==> config.mk <==
export PLATFORM = sky130hd
export DESIGN_NAME = p1_pool_ctrl
export DESIGN_NICKNAME = d
export VERILOG_FILES = /design/src/rtl/cnn_pkg.sv /design/src/rtl/p1_win_addr.sv /design/src/rtl/p1_pool_ctrl.sv
export SDC_FILE = /design/constraint.sdc
export NUM_CORES = 1
export LEC_CHECK = 0
export BUFFER_PORTS_ARGS = -buffer_cell sky130_fd_sc_hd__buf_2
export CORE_UTILIZATION = 61
export DETAILED_ROUTE_END_ITERATION = 10
export PLACE_DENSITY = 0.87
export SYNTH_ARGS = -nofsm -noshare
export SYNTH_HDL_FRONTEND = slang
export SYNTH_SLANG_ARGS = --single-unit
==> constraint.sdc <==
create_clock -name clk -period 5.4 [get_ports clk]
set_input_delay 0.27 -clock clk [delete_from_list [all_inputs] [get_ports clk]]
set_output_delay 0.27 -clock clk [all_outputs]
set_load 0.02 [all_outputs]
==> src/rtl/cnn_pkg.sv <==
// Shared constants and types for the CNN layer sequencers.
// Covers the conv-1 output map and the pooling-1 output map.
package cnn_pkg;

    localparam int CONV1_DIM      = 24;
    localparam int P1_DIM         = 12;
    localparam int P1_HALF        = 72;
    localparam int CONV1_HALF_OFS = 288;
    localparam int CONV1_AW       = 10;
    localparam int P1_AW          = 8;

    typedef enum logic [1:0] {
        P1_IDLE,
        P1_FETCH,
        P1_DONE
    } p1_state_t;

endpackage

==> src/rtl/p1_win_addr.sv <==
// Window walker for pooling-1 half 0.
// Contains the k/c/r counters, the next conv-1 read address and the output window index.
import cnn_pkg::*;

module p1_win_addr (
    input  logic                clk,
    input  logic                reset,
    input  logic                i_clear,
    input  logic                i_advance,
    input  logic                i_wr,
    output logic [1:0]          o_k,
    output logic                o_last,
    output logic [CONV1_AW-1:0] o_rd_addr,
    output logic [P1_AW-1:0]    o_wr_addr
);

    logic [1:0]       r_k;
    logic [3:0]       r_c;
    logic [2:0]       r_r;
    logic [P1_AW-1:0] r_w;
    logic [1:0]       w_kn;
    logic [3:0]       w_cn;
    logic [2:0]       w_rn;

    // o_rd_addr is the address for the counter values that take effect at the next edge,
    // so the top can register it alongside the counters.
    always_comb begin
        w_kn = r_k;
        w_cn = r_c;
        w_rn = r_r;
        if (i_clear) begin
            w_kn = 2'd0;
            w_cn = 4'd0;
            w_rn = 3'd0;
        end else if (i_advance) begin
            w_kn = r_k + 2'd1;
            if (r_k == 2'd3) begin
                if (r_c == 4'(P1_DIM - 1)) begin
                    w_cn = 4'd0;
                    w_rn = r_r + 3'd1;
                end else begin
                    w_cn = r_c + 4'd1;
                end
            end
        end
    end

    assign o_rd_addr = (CONV1_AW'({w_rn, 1'b0}) + CONV1_AW'(w_kn[1])) * CONV1_AW'(CONV1_DIM)
                     + CONV1_AW'({w_cn, 1'b0}) + CONV1_AW'(w_kn[0]);
    assign o_k       = r_k;
    assign o_wr_addr = r_w;
    assign o_last    = (r_k == 2'd3) && (r_c == 4'(P1_DIM - 1)) && (r_r == 3'(P1_DIM / 2 - 1));

    always_ff @(posedge clk) begin
        if (reset) begin
            r_k <= 2'd0;
            r_c <= 4'd0;
            r_r <= 3'd0;
            r_w <= '0;
        end else begin
            r_k <= w_kn;
            r_c <= w_cn;
            r_r <= w_rn;
            if (i_clear)
                r_w <= '0;
            else if (i_wr)
                r_w <= r_w + 1'b1;
        end
    end

endmodule

==> src/rtl/p1_pool_ctrl.sv <==
// Pooling-1 sequencer that computes the 2x2 signed max over the conv-1 map.
// Both RAM ports run in parallel: half 0 covers output rows 0-5 and half 1 covers rows 6-11.
import cnn_pkg::*;

module p1_pool_ctrl #(
    parameter int DATA_W  = 16,
    parameter int IN_DIM  = 24,
    parameter int OUT_DIM = 12
) (
    input  logic                clk,
    input  logic                reset,
    input  logic                i_start,
    output logic [CONV1_AW-1:0] o_in_rd_addr0,
    output logic [CONV1_AW-1:0] o_in_rd_addr1,
    input  logic [DATA_W-1:0]   i_in_rd_data0,
    input  logic [DATA_W-1:0]   i_in_rd_data1,
    output logic                o_out_we,
    output logic [P1_AW-1:0]    o_out_addr0,
    output logic [P1_AW-1:0]    o_out_addr1,
    output logic [DATA_W-1:0]   o_out_wdata0,
    output logic [DATA_W-1:0]   o_out_wdata1,
    output logic                o_busy,
    output logic                o_done
);

    localparam int IN_OFS  = IN_DIM * IN_DIM / 2;
    localparam int OUT_OFS = OUT_DIM * OUT_DIM / 2;

    p1_state_t           r_state;
    logic                r_rd_valid;
    logic                r_vd;
    logic [1:0]          r_kd;
    logic [DATA_W-1:0]   r_acc0;
    logic [DATA_W-1:0]   r_acc1;
    logic [DATA_W-1:0]   w_max0;
    logic [DATA_W-1:0]   w_max1;
    logic                w_clear;
    logic                w_advance;
    logic                w_wr;
    logic                w_last;
    logic [1:0]          w_k;
    logic [CONV1_AW-1:0] w_rd_addr;
    logic [P1_AW-1:0]    w_wr_addr;

    assign w_clear   = i_start && (r_state == P1_IDLE || r_state == P1_DONE);
    assign w_advance = (r_state == P1_FETCH) && r_rd_valid && !w_last;
    assign w_wr      = r_vd && (r_kd == 2'd3);

    assign w_max0 = (r_kd == 2'd0 || $signed(i_in_rd_data0) > $signed(r_acc0)) ? i_in_rd_data0 : r_acc0;
    assign w_max1 = (r_kd == 2'd0 || $signed(i_in_rd_data1) > $signed(r_acc1)) ? i_in_rd_data1 : r_acc1;

    p1_win_addr u_win_addr (
        .clk       (clk),
        .reset     (reset),
        .i_clear   (w_clear),
        .i_advance (w_advance),
        .i_wr      (w_wr),
        .o_k       (w_k),
        .o_last    (w_last),
        .o_rd_addr (w_rd_addr),
        .o_wr_addr (w_wr_addr)
    );

    // r_vd/r_kd trail the presented read by one cycle, which lines them up with the returning RAM data.
    always_ff @(posedge clk) begin
        if (reset) begin
            r_state       <= P1_IDLE;
            r_rd_valid    <= 1'b0;
            r_vd          <= 1'b0;
            r_kd          <= 2'd0;
            r_acc0        <= '0;
            r_acc1        <= '0;
            o_in_rd_addr0 <= '0;
            o_in_rd_addr1 <= CONV1_AW'(IN_OFS);
            o_out_we      <= 1'b0;
            o_out_addr0   <= '0;
            o_out_addr1   <= P1_AW'(OUT_OFS);
            o_out_wdata0  <= '0;
            o_out_wdata1  <= '0;
            o_busy        <= 1'b0;
            o_done        <= 1'b0;
        end else begin
            o_in_rd_addr0 <= w_rd_addr;
            o_in_rd_addr1 <= w_rd_addr + CONV1_AW'(IN_OFS);
            r_vd          <= r_rd_valid;
            r_kd          <= w_k;
            o_out_we      <= 1'b0;

            if (r_vd) begin
                r_acc0 <= w_max0;
                r_acc1 <= w_max1;
                if (r_kd == 2'd3) begin
                    o_out_we     <= 1'b1;
                    o_out_wdata0 <= w_max0;
                    o_out_wdata1 <= w_max1;
                    o_out_addr0  <= w_wr_addr;
                    o_out_addr1  <= w_wr_addr + P1_AW'(OUT_OFS);
                end
            end

            case (r_state)
                P1_IDLE, P1_DONE: begin
                    if (i_start) begin
                        r_state    <= P1_FETCH;
                        r_rd_valid <= 1'b1;
                        o_busy     <= 1'b1;
                        o_done     <= 1'b0;
                    end
                end
                P1_FETCH: begin
                    if (r_rd_valid && w_last)
                        r_rd_valid <= 1'b0;
                    // The final write has just been presented once no reads remain in flight.
                    if (!r_rd_valid && !r_vd && o_out_we) begin
                        r_state <= P1_DONE;
                        o_busy  <= 1'b0;
                        o_done  <= 1'b1;
                    end
                end
                default: r_state <= P1_IDLE;
            endcase
        end
    end

endmodule

==> impl_metrics.ini, run 1 <==
[run_status]
outcome = finished clean

[global_route]
overflow = 0
grt_pass1_vias = 5450
grt_pass1_wl_um = 24800
antenna_found_initial = 0
grt_max_degree = 73
grt_usage_pct = 30.0

[floorplan]
core-area_sq_mm = 0.00986
rows = 36
start_util_pct = 63.7
die_area_sq_mm = 0.0107
die_h_um = 103
ioPinCount = 106
die_w_um = 103

[logic_synthesis]
syn-mean-instance-area_sq_um = 8.61
synthFlopType = dfxtp_1
ys_seq_area_share_pct = 36.6
synthArstFlopShare_pct = 0
ys_types = 66
syn_inst = 730
synth-seq-cells = 115
synth_nets = 811
ys_warn_count = 0
syn_area_sq_mm = 0.00628
synth_edf_count = 0

[timing]
finalMaxSlewViolations = 0
fin_setup_tns_ns = 0
max_freq_ghz = 0.244
clock-skew-final_ns = 0.00886
post-route-period-util_pct = 75.9
finalHoldViolations = 0
period_minus_slack_ns = 4.10
finalSetupViolations = 0
rsz0062_at_grt = false
worstMarginPinSlew_ns = 1.29
maxSlewHeadroom_pct = 13.9

[flow_run]
drv_cap = 0

[cts]
cts-root-buf = clkbuf_8
htreeDepth = 4
cts_tree = done
cts_made_buffers = 17
cts_buffer_depth = 2
cts_resized = 0
cts_sinks = 115
clock_latency_ns = 0.53
clk_pin_slew_ns = 0.06
cts_setup_buffers = 0
hold_buffers = 0

[hold_path]
hold_path_class = input port to flip-flop

[layout]
num_antenna_cells = 0
fin_nets = 884
drive_gt1_share_pct = 19.4
fill_cells = 733
area_delta_synth_final_pct = 16.4
fin_cells = 949
fin_util_pct = 74.1

[worst_setup_path]
path_max_fanout = 9
cp_data_arrival_time_ns = 4.51
required_ns = 5.81
critPathCaptureType = flip-flop
start_kind = flip-flop
reg2reg_setup_slack_ns = 1.30
criticalPathCategory = flip-flop to flip-flop

[place]
gp_congestion = 0.903
numPortBuffers = 105
hpwl_um = 10000
dp.cells = 917

[drt]
drc = 0
wire_per_inst_um = 16.3
drt-total-wl_um = 15400
dr.pass1.iters = 5
postRouteAntennaNets = 0
vias_per_cell = 6.05
drtIter0Drc = 418
dr_total_vias = 5738

[pwr]
pwr_density_cell_mw_per_mm2 = 293
ir_worst_vdd_mv = 0.167
power.leakage_nw = 3.15
[worst paths after layout]
kind | startpoint | end | cells after the start
min reg2reg | o_out_addr0[3] | o_out_addr0[3] | 2
max reg2reg | o_in_rd_addr0[0] | o_in_rd_addr1[9] | 14
min | i_in_rd_data1[11] | r_acc1[11] | 3
max | o_in_rd_addr0[0] | o_in_rd_addr1[9] | 14
[per-stage QoR]
stage,worst slack [ns],area (sq um),power [mW],hold WS (ns)
after CTS,1.33,7310,2.14,0.00904
after global routing,1.05,7310,2.21,0.0208
after detailed placement,1.48,6770,1.12,0.446
final,1.30,7310,2.14,0.0234
after global placement,1.61,6770,1.11,0.438
after floorplan,1.85,6280,1.05,0.407
[cells by family after synthesis]
kind of cell | synth area share, %
fa+ha+maj | 9.28
buf+inv | 6.81
simple gates | 19.2
compound gates | 18.9
flops | 36.6
xor+xnor | 2.81
mux | 6.37
[state kept, by name, indices dropped and copies added (netlist names), 3 cells and up]
signal and count:
o_out_wdata1 16, o_out_wdata0 16, o_out_addr0 8, o_in_rd_addr0 10, o_out_addr1 5, o_in_rd_addr1 5, u_win_addr.r_r 3, u_win_addr.o_wr_addr 8
r_acc0 16, r_acc1 16
[cells in the final DEF, fill, tap and decap left out, types with 3 or more instances in the layout]
master / synthesis / final
ha_1: 45 / 45
o211ai_1: 3 / 3
o21bai_1: 17 / 17
o21ai_1: 6 / 6
a211oi_1: 22 / 22
clkinvlp_4: 0 / 3
nor2_1: 68 / 68
mux2i_1: 34 / 34
xor2_1: 6 / 6
nand3_1: 44 / 44
o21ai_0: 15 / 15
clkinv_2: 0 / 4
nand2b_1: 6 / 6
a211o_1: 4 / 4
a2111o_1: 15 / 15
and2_1: 3 / 3
nand2_1: 46 / 46
buf_2: 6 / 104
nor3_1: 24 / 24
buf_4: 11 / 9
a31oi_1: 17 / 17
or3_1: 3 / 3
xnor2_1: 11 / 11
nand4_1: 23 / 23
dfxtp_1: 115 / 115
nor2b_1: 13 / 13
a21o_1: 6 / 6
a21oi_1: 43 / 43
inv_1: 40 / 40
clkbuf_16: 0 / 16
[worst max-delay path, stage by stage, from the launching register on]
cell	delay, ns
dfxtp_1	0.43
ha_1	0.26
nand4b_1	0.18
nor3_2	0.48
nand2_1	0.11
o211ai_1	0.26
mux2_2	0.40
ha_1	0.21
a2111o_4	0.42
xnor2_4	0.23
xnor2_1	0.11
ha_1	0.25
nor4b_1	0.36
mux2_4	0.22
a211oi_2	0.06
[synthesized netlist by cell type (4+ instances only)]
master    number  area, sq um
buf_2          6         30.0
nor2_1        68          255
a211o_1        4         35.0
nor3_1        24          120
o21ai_0       15         75.1
buf_1          6         22.5
nand2_1       46          173
xor2_1         6         52.6
nor2b_1       13         81.3
dfxtp_1      115         2300
xnor2_1       11         96.3
a31oi_1       17          106
nand3_1       44          220
nand2b_1       6         37.5
o21bai_1      17          128
a211oi_1      22          165
inv_1         40          150
mux2i_1       34          340
ha_1          45          563
a2111o_1      15          169
buf_4         11         82.6
a21oi_1       43          215
clkbuf_1      35          131
o21ai_1        6         30.0
a21o_1         6         45.0
nand4_1       23          144
[area by class of cell]
type	count	area [sq um]	area share [%]
clock buffers	20	435	5.96
multi-input cells	516	3560	48.7
clock inverters	12	108	1.47
flip-flops and latches	115	2300	31.5
inverters	40	150	2.05
repair buffers	113	588	8.04
well taps	133	166	2.28
[routing by layer]
metal | vias to the layer above | share of wire (%) | global-route usage, %
met5 | - | 0 | 0
met4 | 0 | 2.1 | 12.6
met3 | 31 | 5.7 | 6.92
met2 | 197 | 50 | 52.0
met1 | 2731 | 42 | 35.8
li1 | 2779 | - | -
[power breakdown]
group	switching, mW	leakage [nW]	internal, mW
clock network	0.408	0.261	0.622
logic	0.144	1.96	0.0863
registers	0.0139	0.930	0.866
total	0.565	3.15	1.57
(Power assumes the default switching activity.)
==> run 2, diff against run 1 <==
--- a/config.mk
+++ b/config.mk
@@ -5,10 +5,11 @@
 export SDC_FILE = /design/constraint.sdc
 export NUM_CORES = 1
 export LEC_CHECK = 0
+export ABC_AREA = 1
 export BUFFER_PORTS_ARGS = -buffer_cell sky130_fd_sc_hd__buf_2
-export CORE_UTILIZATION = 61
+export CORE_UTILIZATION = 57
 export DETAILED_ROUTE_END_ITERATION = 10
-export PLACE_DENSITY = 0.87
+export PLACE_DENSITY = 0.82
 export SYNTH_ARGS = -nofsm -noshare
 export SYNTH_HDL_FRONTEND = slang
 export SYNTH_SLANG_ARGS = --single-unit
==> constraint.sdc (replaced) <==
create_clock -name clk -period 3.9 [get_ports clk]
set_input_delay 0.195 -clock clk [delete_from_list [all_inputs] [get_ports clk]]
set_output_delay 0.195 -clock clk [all_outputs]
set_load 0.02 [all_outputs]
==> run 2 against run 1 <==
  * Final area grew 0.87%
  * Sequential power increased by 39%
  * Die area rose by 6.3%
  * Critical path depth up 7
  * Clock power rose by 44%
  * Final cell count up 16%
  * Utilization fell by 3.6 points
  * Largest cell class unchanged
  * Largest power group unchanged
  * Highest routed layer unchanged
==> impl_metrics.ini, run 2 <==
[logic_synthesis]
synthAdderAreaFrac_pct = 9.34
synth_nets = 943
synth_top_family_by_area = simple AND/OR/NAND/NOR gates
synth_edf_count = 0
synth-seq-cells = 115
syn-mean-instance-area_sq_um = 7.24
synth_area_leaders = dfxtp_1 (37%), nand2_1 (9.4%), ha_1 (9.0%), nand3_1 (8.7%), inv_1 (8.5%)
synthSimpleGateAreaFrac_pct = 28.2
yosysMostFrequentCell = nand2_1
ys_warn_count = 0
synthFlopType = dfxtp_1
yosys-mux-area-fraction_pct = 0
synth_compound_area_share_pct = 12.3
ys_seq_area_share_pct = 36.9
synth_top_area_share_pct = 36.9
yosys-top-cells-count = nand2_1 (156), inv_1 (142), dfxtp_1 (115)
syn_area_sq_mm = 0.00624
synthArstFlopShare_pct = 0
syn_inst = 862
yosys.area.top_type = dfxtp_1
ys_types = 43
synth_xor_area_share_pct = 0.561

[timing]
worstMarginPinSlew_ns = 0.674
period_minus_slack_ns = 3.37
post-route-period-util_pct = 86.4
max_freq_ghz = 0.297
rsz0062_at_grt = false
maxSlewHeadroom_pct = 55.0
finalMaxSlewViolations = 0
fin_setup_tns_ns = 0
finalHoldViolations = 0
finalSetupViolations = 0
clock-skew-final_ns = 0.00995

[floorplan]
rows = 37
start_util_pct = 59.7
die_w_um = 107
die_h_um = 107
die_area_sq_mm = 0.0114
core-area_sq_mm = 0.0105
ioPinCount = 106

[cts]
cts_resized = 0
cts-root-buf = clkbuf_8
clock_latency_ns = 0.51
cts_buffer_depth = 2
htreeDepth = 4
cts_made_buffers = 17
cts_setup_buffers = 0
hold_buffers = 3
cts_sinks = 115
clk_pin_slew_ns = 0.06
cts_tree = done

[global_route]
grt_pass1_vias = 5156
antenna_found_initial = 0
grt_max_degree = 61
overflow = 0
grt_usage_pct = 24.9
grt_pass1_wl_um = 22900

[layout]
fin_area_sq_mm = 0.00737
layout_common_cells = nand2_1 (156), inv_1 (142), dfxtp_1 (115)
fin_nets = 1032
num_antenna_cells = 0
drive_gt1_share_pct = 19.4
area_delta_synth_final_pct = 18.1
final_common_cell = nand2_1

[drt]
drt-total-wl_um = 13700
vias_per_cell = 5.17
wire_per_inst_um = 12.5
drc = 0
dr_total_vias = 5687
postRouteAntennaNets = 0
dr.pass1.iters = 5
drtIter0Drc = 329

[pwr]
seq_power_share_pct = 40.9
clkPwrFrac_pct = 49.6
power_switching_mw = 0.766
pwr-share-comb_pct = 9.5
power.leakage_nw = 3.81
intPower_mw = 2.22
ir_worst_vdd_mv = 0.256
pwr_density_cell_mw_per_mm2 = 404
sw_frac_of_total_pct = 25.7

[worst_setup_path]
start_kind = flip-flop
crit_start = u_win_addr.r_r[1]
cp_data_arrival_time_ns = 3.77
r2r_end = o_in_rd_addr1[9]
criticalPathCategory = flip-flop to flip-flop
rr_worst_depth = 21
reg2reg_setup_slack_ns = 0.53
path_max_fanout = 5
worstReg2RegStart = u_win_addr.r_r[1]
required_ns = 4.30
endpoint = o_in_rd_addr1[9]
critPathCaptureType = flip-flop

[place]
numPortBuffers = 105
placed_area_sq_mm = 0.00677
gp_congestion = 0.836
hpwl_um = 9110

[hold_path]
worstHoldStart = i_in_rd_data0[2]
min_path_cells = 5
hold_path_class = input port to flip-flop

[flow_run]
drv_cap = 0

[run_status]
outcome = finished clean
## run 2: layout make-up
cell class | instances | area [sq um]
multi-input cells | 551 | 3150
fillers | 883 | 3090
flip-flops and latches | 115 | 2300
repair buffers | 116 | 616
inverters | 150 | 563
clock buffers | 17 | 414
well taps | 136 | 170
clock inverters | 15 | 159
## run 2: stage by stage
| step | std cells | hold slack (ns) | utilization, % | setup slack (ns) | total power [mW] |
|---|---|---|---|---|---|
| 6_report | 1100 | 0.0137 | 70.5 | 0.531 | 2.98 |
| 5_1_grt | 1100 | 0.0290 | 70.5 | 0.136 | 3.10 |
| 4_1_cts | 1100 | 0.00483 | 70.5 | 0.565 | 3.00 |
| 3_5_place_dp | 1065 | 0.445 | 64.7 | 0.582 | 1.52 |
| 3_3_place_gp | 1065 | 0.441 | 64.7 | 0.714 | 1.52 |
| 2_1_floorplan | 862 | 0.371 | - | 0.927 | 1.44 |
## run 2: worst min path at each step
stage | endpoint | slack [ns]
CTS | o_out_wdata0[1] | 0.005
finish | o_out_wdata0[2] | 0.01
global route | r_acc1[2] | 0.03
floorplan | r_state[1] | 0.37
detailed placement | r_kd[1] | 0.44
global placement | o_out_addr1[3] | 0.44
## run 2: worst max-delay path: stages, from the launching register on
cell and delay (ns):
dfxtp_1 0.33, inv_1 0.08, ha_1 0.18, nand2_1 0.15
nor2_1 0.09, nor2_1 0.22, inv_1 0.11, nor2_1 0.17
inv_1 0.10, nor3_1 0.20, nor3_1 0.09, ha_1 0.23
fa_1 0.38, nand2_1 0.08, inv_1 0.05, nor2_1 0.24
ha_1 0.26, nand3_2 0.10, nand2_2 0.08, nand2_1 0.05
nand2_1 0.07, nor2_2 0.03
## run 2: cells by family (layout without fill, tap and decap cells)
family                   after synthesis  after routing
flip-flops                           115            115
adder cells (fa/ha/maj)               46             46
AO/OA/AOI/OAI                        129            129
XOR/XNOR                               4              4
buffers and inverters                196            298
AND/OR/NAND/NOR                      372            372
## run 2: power groups by stage
stage               registers (mW)  clock network, mW  logic (mW)
floorplan                     1.24                  0       0.199
finish                        1.22               1.48       0.283
detailed placement            1.24                  0       0.277
global placement              1.24                  0       0.272
CTS                           1.22               1.50       0.282
global route                  1.22               1.56       0.322
## run 2: routing by layer
| layer | GRT usage (%) | share of wire (%) | up-vias |
|---|---|---|---|
| li1 | - | - | 2950 |
| met1 | 30.5 | 45 | 2556 |
| met2 | 42.9 | 48 | 162 |
| met3 | 5.05 | 5.3 | 19 |
| met4 | 9.59 | 1.4 | 0 |
| met5 | 0 | 0 | - |
==> run 3, diff against run 2 <==
--- a/config.mk
+++ b/config.mk
@@ -7,9 +7,9 @@
 export LEC_CHECK = 0
 export ABC_AREA = 1
 export BUFFER_PORTS_ARGS = -buffer_cell sky130_fd_sc_hd__buf_2
-export CORE_UTILIZATION = 57
+export CORE_UTILIZATION = 36
 export DETAILED_ROUTE_END_ITERATION = 10
-export PLACE_DENSITY = 0.82
+export PLACE_DENSITY = 0.56
 export SYNTH_ARGS = -nofsm -noshare
 export SYNTH_HDL_FRONTEND = slang
 export SYNTH_SLANG_ARGS = --single-unit
==> run 3 against run 2 <==
  * Die area increased by 57%
  * Routed wire length increased by 9.8%
  * Clock power increased by 8%
  * Critical path depth unchanged
  * Hold slack improved by 0.050 ns
  * Count of clock-buffer cells in the layout increased by 5
  * Highest routed layer unchanged
  * Combinational power about the same
  * Final cell count increased by 7.3%
  * Clock skew decreased by 0.00051 ns
  * Worst setup slack got worse by 0.042 ns
  * Total power increased by 4.2%
==> impl_metrics.ini, run 3 (same netlist as run 2, synthesis figures left out) <==
[timing]
finalHoldViolations = 0
post-route-period-util_pct = 87.5
worstMarginPinSlew_ns = 0.629
period_minus_slack_ns = 3.41
finalSetupViolations = 0
max_freq_ghz = 0.293
rsz0062_at_grt = false
clock-skew-final_ns = 0.00944
finalMaxSlewViolations = 0
maxSlewHeadroom_pct = 58.0
setup_ws_ns = 0.489
fin_setup_tns_ns = 0

[floorplan]
die_h_um = 134
start_util_pct = 37.3
die_w_um = 134
rows = 47
ioPinCount = 106
die_area_sq_mm = 0.0179
core-area_sq_mm = 0.0168

[worst_setup_path]
worstReg2RegStart = u_win_addr.r_r[1]
critPathCaptureType = flip-flop
cp_cell_sequence = inv_1 > ha_1 > nand2_1 > nor2_1 > nor2_1 > inv_1 > nor2_1 > inv_1 > nor3_1 > nor3_1 > ha_1 > fa_1 > nand2_1 > inv_1 > nor2_1 > ha_1 > nand3_2 > nand2_2 > nand2_1 > nand2_1 > nor2_2
crit_start = u_win_addr.r_r[1]
slowest_stage = fa_1
crit_buf_inv = 4
start_kind = flip-flop
cp_top_family = simple AND/OR/NAND/NOR gates
cp_data_arrival_time_ns = 3.72
criticalPathCategory = flip-flop to flip-flop
slowest_delay_ns = 0.39
path_max_fanout = 5
required_ns = 4.21
cp.depth = 21
rr_worst_depth = 21

[cts]
cts_tree = done
cts_made_buffers = 17
clock_latency_ns = 0.42
cts_resized = 0
cts_sinks = 115
cts_buffer_depth = 2
cts-root-buf = clkbuf_16
htreeDepth = 4
clk_pin_slew_ns = 0.06
hold_buffers = 0
cts_setup_buffers = 0

[drt]
wire_per_inst_um = 12.8
vias_per_cell = 4.69
drtIter0Drc = 235
drc = 0
dr_total_vias = 5533
dr.pass1.iters = 4
drt-total-wl_um = 15100
postRouteAntennaNets = 0

[global_route]
grt_usage_pct = 17.6
antenna_found_initial = 1
grt_pass1_wl_um = 24800
grt_pass1_vias = 5180
overflow = 0
grt_max_degree = 85

[hold_path]
worstHoldStart = i_start
min_path_cells = 4
hold_path_class = input port to flip-flop

[pwr]
intPower_mw = 2.35
seq_power_share_pct = 39.2
pwr_density_cell_mw_per_mm2 = 415
sw_frac_of_total_pct = 24.3
pwr-share-comb_pct = 9.2
clkPwrFrac_pct = 51.6
power.leakage_nw = 3.82
power_switching_mw = 0.756
ir_worst_vdd_mv = 0.393
p_total_mw = 3.11

[flow_run]
drv_cap = 0

[layout]
fin_util_pct = 44.7
area_delta_synth_final_pct = 19.9
final_common_cell = nand2_1
layout_common_cells = nand2_1 (156), inv_1 (142), dfxtp_1 (115)
num_antenna_cells = 0
drive_gt1_share_pct = 19.2
fin_nets = 1028
fin_area_sq_mm = 0.00749
fill_cells = 1741

[place]
gp_congestion = 0.765
numPortBuffers = 105
pre_cts_slack_ns = 0.560
placed_area_sq_mm = 0.00688
hpwl_um = 10200

[run_status]
outcome = finished clean
-- run 3: cell count changes in the layout (fill, tap and decap cells not counted), sizes merged --
cell	delta
bufinv	+1
buf	-1
inv	-2
clkbuf	+5
dlygate4sd3	-3
clkinv	-3
clkinvlp	-1
-- run 3: worst paths after layout --
| path | to | slack [ns] |
|---|---|---|
| worst max-delay path | o_in_rd_addr1[9] | 0.49 |
| worst min-delay path | r_state[1] | 0.06 |
| worst max register to register | o_in_rd_addr1[9] | 0.49 |
| worst min register to register | o_out_addr1[3] | 0.45 |
-- run 3: per-stage QoR --
stage          hold slack [ns]  std cells
6_report                0.0638       1180
5_1_grt                 0.0836       1180
4_1_cts                 0.0412       1180
3_5_place_dp             0.443       1148
3_3_place_gp             0.439       1148
2_1_floorplan            0.371        862
-- run 3: per-layer routing --
metal,routed length [um],track usage [%],up-vias
li1,-,-,2933
met1,7220,22.0,2487
met2,7030,29.4,106
met3,718,5.06,7
met4,111,5.11,0
met5,0,0,-
-- run 3: area by class of cell --
| cell class | instances | area (sq um) | area share [%] |
|---|---|---|---|
| clock buffer | 22 | 474 | 6.33 |
| clock inverter | 10 | 130 | 1.74 |
| inverter | 150 | 563 | 7.52 |
| multi-input combinational | 551 | 3150 | 42.1 |
| sequential | 115 | 2300 | 30.8 |
| tap | 220 | 275 | 3.68 |
| timing repair buffer | 112 | 591 | 7.89 |
-- run 3: power by group through the flow --
stage	combinational [mW]	sequential, mW	clock, mW
finish	0.285	1.22	1.60
global route	0.329	1.22	1.69
CTS	0.288	1.22	1.64
detailed placement	0.285	1.24	0
global placement	0.286	1.24	0
floorplan	0.199	1.24	0
-- run 3: worst register-to-register path, cell delays in order (launching register included) --
cell     delay, ns
dfxtp_1       0.33
inv_1         0.08
ha_1          0.18
nand2_1       0.17
nor2_1        0.10
nor2_1        0.24
inv_1         0.12
nor2_1        0.19
inv_1         0.10
nor3_1        0.20
nor3_1        0.08
ha_1          0.23
fa_1          0.39
nand2_1       0.08
inv_1         0.05
nor2_1        0.21
ha_1          0.23
nand3_2       0.10
nand2_2       0.08
nand2_1       0.05
nand2_1       0.07
nor2_2        0.04
